[src/rtl/hpdcache_pkg.sv]
// Shared HPDcache geometry: base parameters, derived widths and the common
// set/tag/way/beat/data types used by the refill path.
package hpdcache_pkg;

  localparam int unsigned PA_WIDTH     = 49;
  localparam int unsigned SETS         = 128;
  localparam int unsigned WAYS         = 4;
  localparam int unsigned WORD_WIDTH   = 64;
  localparam int unsigned CL_WORDS     = 8;
  localparam int unsigned ACCESS_WORDS = 4;

  localparam int unsigned BEATS         = CL_WORDS / ACCESS_WORDS;
  localparam int unsigned SET_WIDTH     = $clog2(SETS);
  localparam int unsigned OFFSET_WIDTH  = $clog2(CL_WORDS * WORD_WIDTH / 8);
  localparam int unsigned TAG_WIDTH     = PA_WIDTH - SET_WIDTH - OFFSET_WIDTH;
  // A single-beat line still needs a 1-bit beat index on the RAM interface.
  localparam int unsigned BEAT_WIDTH    = (BEATS > 1) ? $clog2(BEATS) : 1;
  localparam int unsigned ACCESS_WIDTH  = ACCESS_WORDS * WORD_WIDTH;

  typedef logic [SET_WIDTH-1:0]    hpdcache_set_t;
  typedef logic [TAG_WIDTH-1:0]    hpdcache_tag_t;
  typedef logic [WAYS-1:0]         hpdcache_way_vector_t;
  typedef logic [BEAT_WIDTH-1:0]   hpdcache_refill_beat_t;
  typedef logic [ACCESS_WIDTH-1:0] hpdcache_access_data_t;

endpackage

[src/rtl/hpdcache_refill_sequencer.sv]
// Writes one refilled cache line beat-by-beat into the data RAM, then its
// directory entry, arbitrating for the shared RAM port and reporting completion.
module hpdcache_refill_sequencer
  import hpdcache_pkg::*;
(
  input  logic                  clk_i,
  input  logic                  rst_i,
  input  logic                  refill_req_valid_i,
  output logic                  refill_req_ready_o,
  input  hpdcache_set_t         refill_set_i,
  input  hpdcache_way_vector_t  refill_way_i,
  input  hpdcache_tag_t         refill_tag_i,
  input  logic                  mem_resp_valid_i,
  output logic                  mem_resp_ready_o,
  input  hpdcache_access_data_t mem_resp_data_i,
  input  logic                  mem_resp_error_i,
  input  logic                  mem_resp_last_i,
  output logic                  ram_req_o,
  input  logic                  ram_gnt_i,
  output logic                  data_we_o,
  output hpdcache_set_t         data_set_o,
  output hpdcache_way_vector_t  data_way_o,
  output hpdcache_refill_beat_t data_beat_o,
  output hpdcache_access_data_t data_wdata_o,
  output logic                  dir_we_o,
  output hpdcache_set_t         dir_set_o,
  output hpdcache_way_vector_t  dir_way_o,
  output hpdcache_tag_t         dir_tag_o,
  output logic                  dir_valid_o,
  output logic                  done_valid_o,
  output logic                  done_error_o,
  output logic                  busy_o
);

  typedef enum logic [1:0] {IDLE, DATA, DIR, DONE} state_e;

  localparam hpdcache_refill_beat_t BEAT_LAST = hpdcache_refill_beat_t'(BEATS - 1);

  state_e                state_q;
  hpdcache_set_t         set_q;
  hpdcache_way_vector_t  way_q;
  hpdcache_tag_t         tag_q;
  hpdcache_refill_beat_t cnt_q, cnt_d;
  logic                  err_q, err_d;

  logic in_idle, in_data, in_dir, in_done;
  logic xfer, last_cnt;

  assign in_idle  = (state_q == IDLE);
  assign in_data  = (state_q == DATA);
  assign in_dir   = (state_q == DIR);
  assign in_done  = (state_q == DONE);
  assign xfer     = in_data & mem_resp_valid_i & ram_gnt_i;
  assign last_cnt = (cnt_q == BEAT_LAST);

  // A last flag out of step with the beat count is treated as a bus error.
  assign cnt_d = cnt_q + 1'b1;
  assign err_d = err_q | mem_resp_error_i | (mem_resp_last_i != last_cnt);

  always_ff @(posedge clk_i) begin
    if (rst_i) begin
      state_q <= IDLE;
      set_q   <= '0;
      way_q   <= '0;
      tag_q   <= '0;
      cnt_q   <= '0;
      err_q   <= 1'b0;
    end else begin
      case (state_q)
        IDLE: begin
          if (refill_req_valid_i) begin
            set_q   <= refill_set_i;
            way_q   <= refill_way_i;
            tag_q   <= refill_tag_i;
            cnt_q   <= '0;
            err_q   <= 1'b0;
            state_q <= DATA;
          end
        end
        DATA: begin
          if (xfer) begin
            cnt_q <= cnt_d;
            err_q <= err_d;
            if (last_cnt) state_q <= DIR;
          end
        end
        DIR: begin
          if (ram_gnt_i) state_q <= DONE;
        end
        DONE: begin
          state_q <= IDLE;
        end
        default: state_q <= IDLE;
      endcase
    end
  end

  assign refill_req_ready_o = in_idle;
  assign busy_o             = ~in_idle;

  assign ram_req_o          = (in_data & mem_resp_valid_i) | in_dir;
  assign mem_resp_ready_o   = in_data & ram_gnt_i;

  assign data_we_o          = xfer;
  assign data_set_o         = set_q;
  assign data_way_o         = way_q;
  assign data_beat_o        = cnt_q;
  assign data_wdata_o       = mem_resp_data_i;

  assign dir_we_o           = in_dir & ram_gnt_i;
  assign dir_set_o          = set_q;
  assign dir_way_o          = way_q;
  assign dir_tag_o          = tag_q;
  assign dir_valid_o        = in_dir & ram_gnt_i & ~err_q;

  assign done_valid_o       = in_done;
  assign done_error_o       = in_done & err_q;

endmodule

[config.mk]
export PLATFORM = sky130hd
export DESIGN_NAME = hpdcache_refill_sequencer
export DESIGN_NICKNAME = d
export VERILOG_FILES = /design/src/rtl/hpdcache_pkg.sv /design/src/rtl/hpdcache_refill_sequencer.sv
export SDC_FILE = /design/constraint.sdc
export NUM_CORES = 1
export LEC_CHECK = 0
export BUFFER_PORTS_ARGS = -buffer_cell sky130_fd_sc_hd__buf_2
export CAP_MARGIN = 5
export CELL_PAD_IN_SITES_DETAIL_PLACEMENT = 1
export CELL_PAD_IN_SITES_GLOBAL_PLACEMENT = 1
export CORE_AREA = 5 5 246 248
export CTS_CLUSTER_DIAMETER = 30
export CTS_CLUSTER_SIZE = 20
export DETAILED_ROUTE_END_ITERATION = 8
export DIE_AREA = 0 0 251 253
export PLACE_DENSITY_LB_ADDON = 0.12
export SETUP_SLACK_MARGIN = 0.15
export SLEW_MARGIN = 20
export SYNTH_ARGS = -nofsm -noshare
export SYNTH_HDL_FRONTEND = slang
export SYNTH_SLANG_ARGS = --single-unit
[constraint.sdc]
create_clock -name clk_i -period 2.6 [get_ports clk_i]
set_input_delay 0.26 -clock clk_i [delete_from_list [all_inputs] [get_ports clk_i]]
set_output_delay 0.26 -clock clk_i [all_outputs]
set_load 0.02 [all_outputs]
; Word-level counts from Yosys, hierarchy flattened
; Cells that the tools add are included.
[word_totals]
memories = 0
elab_cells = 41
in_bits = 310
ramBits = 0
mem_bits_ro = 0
register_bits = 51
output_inout_bits = 324
latch_bits = 0
[op_classes]
mux = 10
n_eq_ne = 8
n_div = 0
n_bitwise = 11
addsub = 1
magnitude_cmp = 0
shifts = 0
n_reduce_logical = 5
multipliers = 0
[ops]
columns = op, n
row1 = 2-bit 2-to-1 mux, 4
row2 = 2-bit != test (second input constant), 4
row3 = 2-bit case mux with 4 select lines, 1
row4 = 1-bit AND, 6
row5 = 2-bit == test (second input constant), 2
row6 = 1-bit case mux with 2 select lines, 2
row7 = 4-bit AND reduction, 1
row8 = 1-bit 2-to-1 mux, 3
row9 = 1-bit bitwise OR, 3
row10 = 3-bit AND reduction, 1
row11 = 2-bit by 1-bit == test with 1-bit output (second input constant), 1
row12 = 2-bit logical NOT, 1
row13 = 1-bit inverter, 2
row14 = 2-bit AND reduction, 1
row15 = 2-bit nonzero test, 1
row16 = 1-bit adder (second input constant), 1
row17 = 1-bit != test, 1

; Longest topological paths before layout
; Gate-level depths: netlist of run 1.
[logic_depth]
depth_word = 5
mapped_depth = 7
ltp_nobuf = 5

; Worst setup path after synthesis of run 1
; No wires, ideal clock.
[synth_path]
path_kind = register -> register
start = register state_q[0]
end = register state_q[0]
setup_ps = 72
setup_slack_ps = 1035
required_ps = 2528
stages_incl_launch_ff = 6
t_arrival_ps = 1493
n_path_buf = 0
cell_sequence = dfxtp_1 -> inv_1 -> ha_1 -> nor2b_4 -> a2111oi_4 -> mux2i_1
[synth_via]
word_cells_on_any_way = 12
[synth_lines]
columns = item, line_no
row1 = "start, declared", hpdcache_refill_sequencer.sv:39  ; state_e state_q;
row2 = "start signal, assigned", hpdcache_refill_sequencer.sv:62  ; state_q <= IDLE;
row3 = "start signal, assigned", hpdcache_refill_sequencer.sv:77  ; state_q <= DATA;
row4 = "start signal, assigned", hpdcache_refill_sequencer.sv:84  ; if (last_cnt) state_q <= DIR;
row5 = 2-bit logical NOT *, n/a
row6 = named net refill_req_ready_o, hpdcache_refill_sequencer.sv:9  ; output logic refill_req_ready_o,
row7 = 2-bit != test (no source line), n/a
row8 = 4-bit AND reduction (no source line), n/a
; The timed path passes the listed nets; every way through them passes the cells marked *.
; A chain may end at the register's enable or synchronous reset.

; Worst setup path in the final report of run 1
[layout_path]
start = register state_q[0]
end = output port dir_valid_o
[layout_via]
elab_chain_len = 3
[layout_rtl]
columns = item, line_no
row1 = 2-bit == test, hpdcache_refill_sequencer.sv:51  ; assign in_dir = (state_q == DIR);
row2 = 1-bit AND (2 in a row), hpdcache_refill_sequencer.sv:114  ; assign dir_valid_o = in_dir & ram_gnt_i & ~err_q;
row3 = "end, declared", hpdcache_refill_sequencer.sv:29  ; output logic dir_valid_o,
; No other way between the ends.

==> results.tsv, run 1 <==
metric	value	unit
async_flop_share	0	%
area_growth	-6.46	%
clockBufferDepth	2	
dp_hpwl	13100	um
cts_sinks	51	
power.density	843	nW/um2
p_sw_share	42.1	%
min_period_over_period	75.0	%
overflow	0	
ant_nets	0	
path_buf_inv	2	
synth_edf_count	0	
wl	16500	um
rsz0062_at_grt	false	
htreeDepth	2	
dieHeight	253	um
yosysMostFrequentCell	buf_4	
syn_area	4010	um2
firstDrtPassIters	4	
path_class	reg2out	
cts-root-buf	clkbuf_16	
pwr-share-seq	32.4	%
status	finished, final reports clean	
finalPower	3.16	mW
switchingPower	1.33	mW
fp-row-count	89	
synth_nets	827	
ys.flop_type	dfxtp_1	
worst_skew_pair.late_latency	330	ps
synth_top_area_share	50.2	%
max-slew-margin-rel	72.3	%
path_cells	inv_1, ha_1, and2_1, nor2b_1, buf_2	
diodes	0	
worstPathRequired	2340	ps
wl_per_cell	14.5	um
tns	0	ps
start_util	6.88	%
fin_crit	1950	ps
pwr-share-comb	39.5	%
clkTransAtPathRegs	90	ps
synth_common_cells	buf_4 (268), nand2_1 (98), dfxtp_1 (51)	
drc	0	
drtIter0Drc	46	
vias_per_cell	2.21	
synthDistinctLibCells	30	
met2_length	6860	um
yosysSeqAreaShare	25.5	%
hold_buffers	0	
wl_met3	2900	um
pin_count	634	
final_layout_size_suffix_gt1_share	40.3	%
antenna_found_initial	2	
layout.nets	679	
internal_power	1.83	mW
yosys.area.top_type	buf_4	
setup_viol	0	
max_cap_violations	0	
crit_path_end_kind	output port	
peakVddDrop	0.000221	V
start_kind	register	
post_cts_buffers	0	
die_w	251	um
crit_family	simple AND/OR/NAND/NOR gates	
fmax	513	MHz
syn_inst	512	
crit_path_max_fanout	4	
hold_class	in2reg	
die_area	63500	um2
design.core.area	58200	um2
drv_slew	0	
syn_avg_cell_area	7.83	um2
arrival	1690	ps
grt_pass1_vias	2726	
cts-resized-gates	0	
p_leak	1.45	nW
grt_use_total	4.98	%
yosysWarningCount	0	
synth_seq_cells	51	
cts_tree	done	
synth.area.top_cells	buf_4 (50%), dfxtp_1 (25%), nand2_1 (9.2%)	
vias	2512	
grt_max_degree	30	
numPortBuffers	121	
clkPwrFrac	28.1	%
grt_pass1_wl	21500	um
cpMaxStageDelayCell	dfxtp_1	
cpPeakStageDelay	350	ps
gp_congestion	0.615	
cts_buffers	5	
highest_layer	met5	
hold_violations	0	
m1WireLength	5260	um
skew	10.4	ps
worstMarginPinSlew	416	ps
## routing by layer
| layer | track usage (%) | vias up |
|---|---|---|
| li1 | - | 1028 |
| met1 | 4.28 | 1078 |
| met2 | 6.99 | 280 |
| met3 | 4.39 | 122 |
| met4 | 4.51 | 4 |
| met5 | 0.451 | - |
## worst paths after layout
check	startpoint	to	slack (ps)	cells past startpoint
setup / recovery	state_q[0]$_SDFFE_PP0P_	dir_valid_o	650	5
hold / removal	refill_tag_i[12]	dir_tag_o[12]$_SDFFE_PP0P_	160	3
setup reg to reg	state_q[0]$_SDFFE_PP0P_	dir_tag_o[21]$_SDFFE_PP0P_	830	6
hold reg to reg	dir_tag_o[12]$_SDFFE_PP0P_	dir_tag_o[12]$_SDFFE_PP0P_	450	2
## registers in the layout (all words and copies together), names as in the netlist
signal,flops
data_beat_o,1
data_set_o,7
data_way_o,4
dir_tag_o,36
err_q,1
state_q,2
## through the flow
| step | instance area, um2 | worst slack, ps | std cells | util, % | hold slack (ps) |
|---|---|---|---|---|---|
| global placement | 3580 | 813 | 1130 | 6.14 | 449 |
| detailed placement | 3580 | 777 | 1130 | 6.14 | 446 |
| global route | 3750 | 486 | 1138 | 6.44 | 139 |
| floorplan | 4010 | 1040 | 512 | - | 396 |
| CTS | 3750 | 551 | 1138 | 6.44 | 118 |
| finish | 3750 | 650 | 1138 | 6.44 | 164 |
## power by group through the flow
stage                     Clock (mW)  Combinational [mW]  Sequential (mW)
after floorplan                    0                1.24             1.17
after global placement             0                1.36             1.06
after detailed placement           0                1.33             1.05
after CTS                      0.999                1.34             1.03
after global routing            1.00                1.41             1.05
final                          0.888                1.25             1.02
## layout by cell type, fill, tap and decap left out, types with 2 or more instances in the layout
cell type / count
inv_1: 4
and2_1: 2
mux2i_1: 2
and2_2: 2
a21oi_1: 48
clkbuf_16: 5
dfxtp_1: 51
ha_1: 5
buf_2: 121
buf_4: 3
buf_12: 3
nand2_1: 97
## logic make-up after synthesis
group,synth area share [%]
buffers and inverters,52.7
and+or+nand+nor,11.3
AOI/OAI and AO/OA,8.30
DFF,25.5
adders and majority gates,1.56
muxes,0.499
xor gates and xnor gates,0.219
## tightest hold or removal path: cells and delay by family
kind,cells,cell delay [ps]
buf+inv,1,100
compound gates,1,50
simple gates,1,40
## cell type report
cell class              count  area (um2)
inverters                   5        18.8
clock buffers               6         139
flip-flops and latches     51        1020
well taps                 773         967
multi-input cells         174         881
fillers                  6990       54500
clock inverters             2        35.0
repair buffers            127         688
Note: power is estimated with default switching activity, not from simulation.
==> run 2: changes to the inputs <==
--- a/config.mk
+++ b/config.mk
@@ -9,11 +9,11 @@
 export CAP_MARGIN = 5
 export CELL_PAD_IN_SITES_DETAIL_PLACEMENT = 1
 export CELL_PAD_IN_SITES_GLOBAL_PLACEMENT = 1
-export CORE_AREA = 5 5 246 248
+export CORE_AREA = 5 5 247 249
 export CTS_CLUSTER_DIAMETER = 30
 export CTS_CLUSTER_SIZE = 20
 export DETAILED_ROUTE_END_ITERATION = 8
-export DIE_AREA = 0 0 251 253
+export DIE_AREA = 0 0 252 254
 export PLACE_DENSITY_LB_ADDON = 0.12
 export SETUP_SLACK_MARGIN = 0.15
 export SLEW_MARGIN = 20
==> constraint.sdc (replaced) <==
create_clock -name clk_i -period 1.7 [get_ports clk_i]
set_input_delay 0.17 -clock clk_i [delete_from_list [all_inputs] [get_ports clk_i]]
set_output_delay 0.17 -clock clk_i [all_outputs]
set_load 0.02 [all_outputs]
==> run 2 against run 1 <==
Die area rose by 0.80%. Combinational power rose by 75%. Via count rose by 0.12%. Clock skew rose by 3.7 ps. Final area rose by 4.5%. Hold slack got worse by 91 ps. Register-to-register slack got worse by 580 ps. Sequential cell count did not move. Highest routed layer unchanged.
==> results.tsv, run 2 (synthesized netlist as in run 1, its figures left out) <==
metric	value	unit
area_growth	-2.25	%
clkTransAtPathRegs	80	ps
worst_path_most_repeated_cell	buf_6	
grt_use_total	4.81	%
rr_worst_depth	5	
path_class	reg2out	
final_cells	1146	
startpoint	state_q[1]$_SDFFE_PP0P_	
hold_buffers	0	
antenna_found_initial	6	
pin_count	634	
worstPathRequired	1530	ps
vias	2515	
firstDrtPassIters	3	
rrSetupSlack	250	ps
power.density	1290	nW/um2
skew	14.1	ps
status	finished, final reports clean	
crit_end	ram_req_o	
grt_max_degree	35	
layout.nets	685	
final_common_cell	buf_2	
fin_crit	1520	ps
overflow	0	
crit_path_end_kind	output port	
grt_pass1_wl	21300	um
peakVddDrop	0.000364	V
worst_skew_pair.late_latency	320	ps
placedCellCount	1133	
cpPeakStageDelay	370	ps
vias_per_cell	2.19	
numPortBuffers	121	
hold_class	in2reg	
rsz0062_at_grt	true	
htreeDepth	2	
layout_common_cells	buf_2 (116), nand2_1 (97), dfxtp_1 (49)	
cts_tree	done	
worstMarginPinSlew	372	ps
die_w	252	um
finalPower	5.05	mW
drc	0	
hold_start	refill_tag_i[12]	
fmax	657	MHz
setup_viol	0	
grt_pass1_vias	2841	
design.core.area	58500	um2
reg2reg_to	state_q[1]$_SDFFE_PP0P_	
reg2reg_from	state_q[1]$_SDFFE_PP0P_	
cts_sinks	51	
fin_util	6.70	%
final_layout_size_suffix_gt1_share	43.2	%
ant_nets	0	
fp-row-count	89	
hold_slack	72.9	ps
largest_register_ffs	36	
wl_per_cell	13.8	um
wl	15800	um
crit_path_max_fanout	6	
fill_cells	7019	
dieHeight	254	um
die_area	64000	um2
cts-root-buf	clkbuf_16	
min_period_over_period	89.6	%
path_cells	inv_4, ha_4, buf_6, a21o_2, buf_6	
hold_violations	0	
arrival	1350	ps
max_cap_violations	0	
cpMaxStageDelayCell	dfxtp_2	
gp_congestion	0.599	
dp_hpwl	12300	um
start_util	6.86	%
tns	0	ps
cts_buffers	5	
clockBufferDepth	2	
max-slew-margin-rel	75.2	%
p_leak	1.49	nW
start_kind	register	
drv_slew	0	
drtIter0Drc	29	
run 2: cell count changes in the layout (fill, tap and decap cells not counted), moves of 3 or more:
cell / before / now
buf_2: 121 / 116
buf_6: 0 / 7
ha_4: 0 / 3
diode_2: 0 / 3
ha_1: 5 / 2
run 2: what timing repair did:
action                     4_1_cts  5_1_grt
setup endpoints to repair       29       53
pin swaps                        3        2
setup buffers                    2        1
gates resized for setup         24        6
run 2: worst min path at each step:
stage,to,slack [ps],cells past startpoint
after detailed placement,data_wdata_o[0],340,0
final,dir_tag_o[12]$_SDFFE_PP0P_,70,3
after global placement,data_wdata_o[0],340,0
after floorplan,dir_tag_o[10]$_SDFFE_PP0P_,310,2
after CTS,data_set_o[0]$_SDFFE_PP0P_,30,3
after global routing,dir_tag_o[30]$_SDFFE_PP0P_,50,3
run 2: where the power goes:
group	internal, mW	switching (mW)
Clock	0.693	0.575
Combinational	0.875	1.31
Sequential	1.42	0.169
Total	2.99	2.06
run 2: area by class of cell:
cell class	instances	area, um2	share of cell area (%)
sequential	51	1030	26.2
tap	773	967	24.7
multi-input combinational	174	938	23.9
timing repair buffer	133	797	20.3
clock buffer	6	129	3.29
clock inverter	1	30.0	0.766
inverter	5	23.8	0.607
antenna	3	7.51	0.192
run 2: metrics by stage:
step	setup slack (ps)	cell area, um2
CTS	94.5	3880
detailed placement	76.1	3630
global route	111	3910
floorplan	235	4010
finish	178	3920
global placement	101	3630
run 2: layer usage:
layer	up-vias	wire, um	share of wire (%)	GRT usage [%]
met3	124	2540	16	3.86
met1	1064	5400	34	4.41
met5	-	13	0.082	0
met2	282	6380	40	6.52
li1	1043	-	-	-
met4	2	1500	9.5	4.82
run 2: worst max-delay path, delay by kind of cell (launching register included):
| kind | cells | cell delay, ps |
|---|---|---|
| adders and majority gates | 1 | 170 |
| buffers and inverters | 3 | 300 |
| DFF | 1 | 370 |
| AOI/OAI and AO/OA | 1 | 180 |
